--- config.mk ---
export PLATFORM = sky130hd
export DESIGN_NAME = fetch_unit
export DESIGN_NICKNAME = d
export VERILOG_FILES = /design/src/rtl/fetch_unit.sv
export SDC_FILE = /design/constraint.sdc
export NUM_CORES = 1
export LEC_CHECK = 0
export BUFFER_PORTS_ARGS = -buffer_cell sky130_fd_sc_hd__buf_2
export CELL_PAD_IN_SITES_DETAIL_PLACEMENT = 1
export CELL_PAD_IN_SITES_GLOBAL_PLACEMENT = 1
export CORE_MARGIN = 1.5
export CORE_UTILIZATION = 43
export CTS_CLUSTER_DIAMETER = 150
export DETAILED_ROUTE_END_ITERATION = 16
export PLACE_DENSITY_LB_ADDON = 0.1
export SKIP_CTS_REPAIR_TIMING = 1
export SLEW_MARGIN = 20
export SYNTH_ARGS = -nofsm -noshare
export SYNTH_HDL_FRONTEND = slang
export SYNTH_SLANG_ARGS = --single-unit
--- constraint.sdc ---
create_clock -name clk_i -period 6.82 [get_ports clk_i]
set_clock_uncertainty 0.05 [all_clocks]
set_input_delay 0.341 -clock clk_i [delete_from_list [all_inputs] [get_ports clk_i]]
set_output_delay 0.341 -clock clk_i [all_outputs]
set_load 0.1 [all_outputs]
--- src/rtl/fetch_unit.sv ---
// Instruction fetch front end: PC generation, req/gnt/rvalid memory interface,
// in-order instruction FIFO and branch/jump redirect handling.
module fetch_unit #(
    parameter logic [31:0] RESET_PC = 32'h0000_0000,
    parameter int unsigned DEPTH    = 2
) (
    input  logic        clk_i,
    input  logic        rst_ni,
    input  logic        redirect_i,
    input  logic [31:0] redirect_pc_i,
    output logic        imem_req_o,
    output logic [31:0] imem_addr_o,
    input  logic        imem_gnt_i,
    input  logic        imem_rvalid_i,
    input  logic [31:0] imem_rdata_i,
    output logic        instr_valid_o,
    output logic [31:0] instr_o,
    output logic [31:0] pc_o,
    output logic [31:0] pc_four_o,
    input  logic        instr_ready_i,
    output logic        fetch_err_o
);
    localparam int unsigned PW = (DEPTH > 1) ? $clog2(DEPTH) : 1;
    localparam int unsigned CW = $clog2(DEPTH + 1);
    localparam logic [CW:0] DEPTH_C = (CW + 1)'(DEPTH);

    typedef logic [PW-1:0] ptr_t;
    typedef logic [CW-1:0] cnt_t;

    logic [31:0] fetch_pc_q, fetch_pc_d;
    logic [31:0] resp_pc_q, resp_pc_d;
    cnt_t        count_q, count_d;
    cnt_t        outst_q, outst_d;
    cnt_t        kill_q, kill_d;
    ptr_t        rd_ptr_q, rd_ptr_d;
    ptr_t        wr_ptr_q, wr_ptr_d;
    logic        run_q;
    logic        err_q, err_d;
    logic [31:0] instr_mem_q [DEPTH];
    logic [31:0] pc_mem_q [DEPTH];

    logic        req;
    logic        issue;
    logic        resp;
    logic        push;
    logic        pop;
    logic [CW:0] credit_used;

    function automatic ptr_t ptr_inc(input ptr_t p);
        return (p == ptr_t'(DEPTH - 1)) ? ptr_t'(0) : p + ptr_t'(1);
    endfunction

    // Credits count killed requests too: they still occupy a slot until they return.
    assign credit_used = {1'b0, count_q} + {1'b0, outst_q};
    assign req         = run_q && !err_q && (credit_used < DEPTH_C);
    assign issue       = req && imem_gnt_i;
    assign resp        = imem_rvalid_i && (outst_q != '0);
    assign push        = resp && (kill_q == '0) && !redirect_i;
    assign pop         = (count_q != '0) && instr_ready_i && !redirect_i;

    always_comb begin
        fetch_pc_d = fetch_pc_q;
        resp_pc_d  = resp_pc_q;
        count_d    = count_q;
        outst_d    = outst_q + cnt_t'(issue) - cnt_t'(resp);
        kill_d     = kill_q;
        rd_ptr_d   = rd_ptr_q;
        wr_ptr_d   = wr_ptr_q;
        err_d      = err_q;

        if (redirect_i) begin
            // Everything still in flight, including this cycle's grant, is from the old stream.
            fetch_pc_d = redirect_pc_i;
            resp_pc_d  = redirect_pc_i;
            count_d    = '0;
            kill_d     = outst_d;
            wr_ptr_d   = rd_ptr_q;
            err_d      = (redirect_pc_i[1:0] != 2'b00);
        end else begin
            if (issue) begin
                fetch_pc_d = fetch_pc_q + 32'd4;
            end
            if (resp && (kill_q != '0)) begin
                kill_d = kill_q - cnt_t'(1);
            end
            if (push) begin
                resp_pc_d = resp_pc_q + 32'd4;
                wr_ptr_d  = ptr_inc(wr_ptr_q);
            end
            if (pop) begin
                rd_ptr_d = ptr_inc(rd_ptr_q);
            end
            count_d = count_q + cnt_t'(push) - cnt_t'(pop);
        end
    end

    always_ff @(posedge clk_i) begin
        if (!rst_ni) begin
            fetch_pc_q <= RESET_PC;
            resp_pc_q  <= RESET_PC;
            count_q    <= '0;
            outst_q    <= '0;
            kill_q     <= '0;
            rd_ptr_q   <= '0;
            wr_ptr_q   <= '0;
            run_q      <= 1'b0;
            err_q      <= 1'b0;
            for (int i = 0; i < int'(DEPTH); i++) begin
                instr_mem_q[i] <= '0;
                pc_mem_q[i]    <= '0;
            end
        end else begin
            fetch_pc_q <= fetch_pc_d;
            resp_pc_q  <= resp_pc_d;
            count_q    <= count_d;
            outst_q    <= outst_d;
            kill_q     <= kill_d;
            rd_ptr_q   <= rd_ptr_d;
            wr_ptr_q   <= wr_ptr_d;
            run_q      <= 1'b1;
            err_q      <= err_d;
            if (push) begin
                instr_mem_q[wr_ptr_q] <= imem_rdata_i;
                pc_mem_q[wr_ptr_q]    <= resp_pc_q;
            end
        end
    end

    assign imem_req_o    = req;
    assign imem_addr_o   = fetch_pc_q;
    assign instr_valid_o = (count_q != '0);
    assign instr_o       = instr_mem_q[rd_ptr_q];
    assign pc_o          = pc_mem_q[rd_ptr_q];
    assign pc_four_o     = pc_o + 32'd4;
    assign fetch_err_o   = err_q;

endmodule

==> out/results.ini <==
[timing]
min_period_ns = 4.31
drv_slew = 0
setup_tns_ns = 0
hold_viol_final = 0
worst_pin_slew_ns = 0.978
setup_ws_ns = 2.51
max_freq_mhz = 232
rsz0062_at_grt = no
maxSlewHeadroom_pct = 34.8
setup_viol = 0
period_share_pct = 63.2

[placement]
io_buffers = 200
dp_cells = 1358
dp_hpwl_um = 18100
gp_congestion = 0.819
dp_slack_ns = 2.95

[global_route]
grt_use_total_pct = 21.4
grt_overflow_total = 0
grt_pass1_wl_um = 41000
grt_max_degree = 89
grt_pass1_vias = 7534
antenna_found_initial = 1

[final_layout]
fill_cells = 2531
fin_cells = 1400
utilization_pct = 52.9
antenna_cells = 0
drive_above_1_share_pct = 28.3
areaGrowthSynthToFinish_pct = 20.3
final_nets = 1177

[critical_path]
required_ns = 6.43
rr_startpoint = outst_q[0]
worst-path-max-fanout = 80
worstPathArrival_ns = 3.92
r2r_end = kill_q[1]
worstSetupPathType = reg -> out
r2r_setup_slack_ns = 3.60
cp-end-kind = primary output
startpoint_type = register
reg2reg_depth = 12

[pwr]
vdd_ir_drop_max_uv = 153
powerDensity_nw_per_um2 = 307
p_leak_nw = 4.80

[job]
maxCapViolCount = 0

[floorplanning]
fp.dieArea_um2 = 24100
initial_core_util_pct = 43.9
dieHeight_um = 155
die_w_um = 155
ios = 201
core_um2 = 22600
row_count = 55

[synth]
ys_top_cells_by_area = edfxtp_1 39%, dfxtp_1 15%, and2_1 8.1%
syn-num-nets = 992
ys_types = 52
async_flop_share_pct = 0
syn_inst = 913
synth_edf_count = 128
synth_top_area_share_pct = 38.6
syn_area_um2 = 9950
synthFlopType = edfxtp_1
synth_top_cell_by_area = edfxtp_1
yosys_warnings = 0
syn_area_per_cell_um2 = 10.9
seq_area_frac_synth_pct = 53.7
ys_ff_latch = 203

[routing]
drt_iter0_markers = 336
drt-total-wl_um = 26300
avgViaCountPerCell = 5.38
vias = 7525
wire_per_inst_um = 18.8
drc = 0
dr.pass1.iters = 4
ant_nets = 0

[worst_hold_path]
worstHoldStart = imem_rdata_i[15]
worstHoldPathCells = 2
hp-class = in -> reg
hold_path_end = instr_mem_q[1][15]

[status]
status = finished, final reports clean

[clock_network]
clkLatencyLatePin_ns = 0.51
clock_path_buffers = 3
cts_root_buffer = clkbuf_16
cts_buffers = 23
clk_pin_slew_worst_paths_ns = 0.06
clock-sinks = 203
h-tree-depth = 1
cts_tree = done

## per-stage QoR
stage / instance area (um2) / hold WS, ns / total power [W]
finish: 12000 / 0.0715 / 0.00367
global route: 12000 / 0.0687 / 0.00380
CTS: 12000 / 0.0548 / 0.00371
detailed placement: 11200 / 0.406 / 0.00247
global placement: 11200 / 0.406 / 0.00246
floorplan: 9950 / 0.319 / 0.00229
## synthesized netlist by cell type, types with 2 or more instances
cell	n
a211oi_1	2
a21o_1	3
a21oi_1	68
a31oi_1	4
a32o_1	2
and2_1	128
and3_1	12
and4_1	9
buf_1	2
buf_2	8
buf_4	2
buf_6	2
clkbuf_1	35
dfxtp_1	75
edfxtp_1	128
ha_1	8
inv_1	25
mux2_2	52
mux2i_1	12
nand2_1	55
nand3_1	22
nand4_1	27
nand4_2	2
nand4b_1	5
nor2_1	32
nor2b_1	4
nor3_1	30
nor4_1	12
nor4b_1	3
o21ai_0	34
o22ai_1	4
or2_2	2
xnor2_1	58
xor2_1	28
## area by class of cell
type,instances,area (um2),share of cell area [%]
sequential,203,5350,44.7
multi-input combinational,635,4320,36.1
timing repair buffer,209,1070,8.93
clock buffer,33,719,6.01
tap,285,357,2.98
inverter,26,103,0.857
clock inverter,9,50.0,0.418
## registers in the layout, summed over array words and instances (netlist names), named ones only
name and count:
instr_mem_q 64, pc_mem_q 64, imem_addr_o 32, resp_pc_q 32, count_q 2, kill_q 2
outst_q 2, fetch_err_o 1, rd_ptr_q 1, run_q 1, wr_ptr_q 1
## where the power goes
part	switching [W]	internal, W
logic	0.000790	0.000179
registers	0.0000703	0.00140
clock network	0.000495	0.000736
## kinds of logic (layout without fill, tap and decap cells)
group,after synthesis,count (layout),synth area share [%]
compound gates,127,127,7.22
xor+xnor,86,86,7.57
fa+ha+maj,9,9,1.21
buf+inv,75,277,3.21
mux,64,64,7.09
simple gates,349,349,20.0
flops,203,203,53.7
## layer usage
layer  wire, um  track usage (%)  vias up
met3       1280             2.98       26
met1      12400             29.6     3679
li1           -                -     3632
met2      12300             36.2      186
met4        291             3.98        2
met5         13                0        -
## worst max-delay path, cell delays in order (launching register included)
cell and delay, ns:
dfxtp_4 0.42, buf_4 0.78, mux2i_1 0.28, a211oi_1 0.61, nand2_1 0.34, nor4_1 0.37, xor2_1 0.17, buf_2 0.44
## worst max-delay path by stage
stage	start	end	slack (ns)
floorplan	rst_ni	instr_mem_q[1][0]	0.54
global placement	register	pc_four_o[26]	3.07
detailed placement	register	pc_four_o[26]	2.95
CTS	register	pc_four_o[26]	2.41
global route	register	pc_four_o[29]	2.16
finish	register	pc_four_o[26]	2.51
## cell usage in the layout (no fill, tap or decap), drive strengths merged, types with 5 or more instances in the layout
cell	Yosys	routed
a21oi	68	68
and2	128	128
and3	12	12
and4	9	9
buf	14	209
clkbuf	35	33
clkinv	1	8
dfxtp	75	75
edfxtp	128	128
ha	8	8
inv	25	26
mux2	52	52
mux2i	12	12
nand2	55	55
nand3	22	22
nand4	30	30
nand4b	5	5
nor2	32	32
nor3	30	30
nor4	12	12
o21ai	34	34
xnor2	58	58
xor2	28	28
Power figures use the tool's default switching activity.
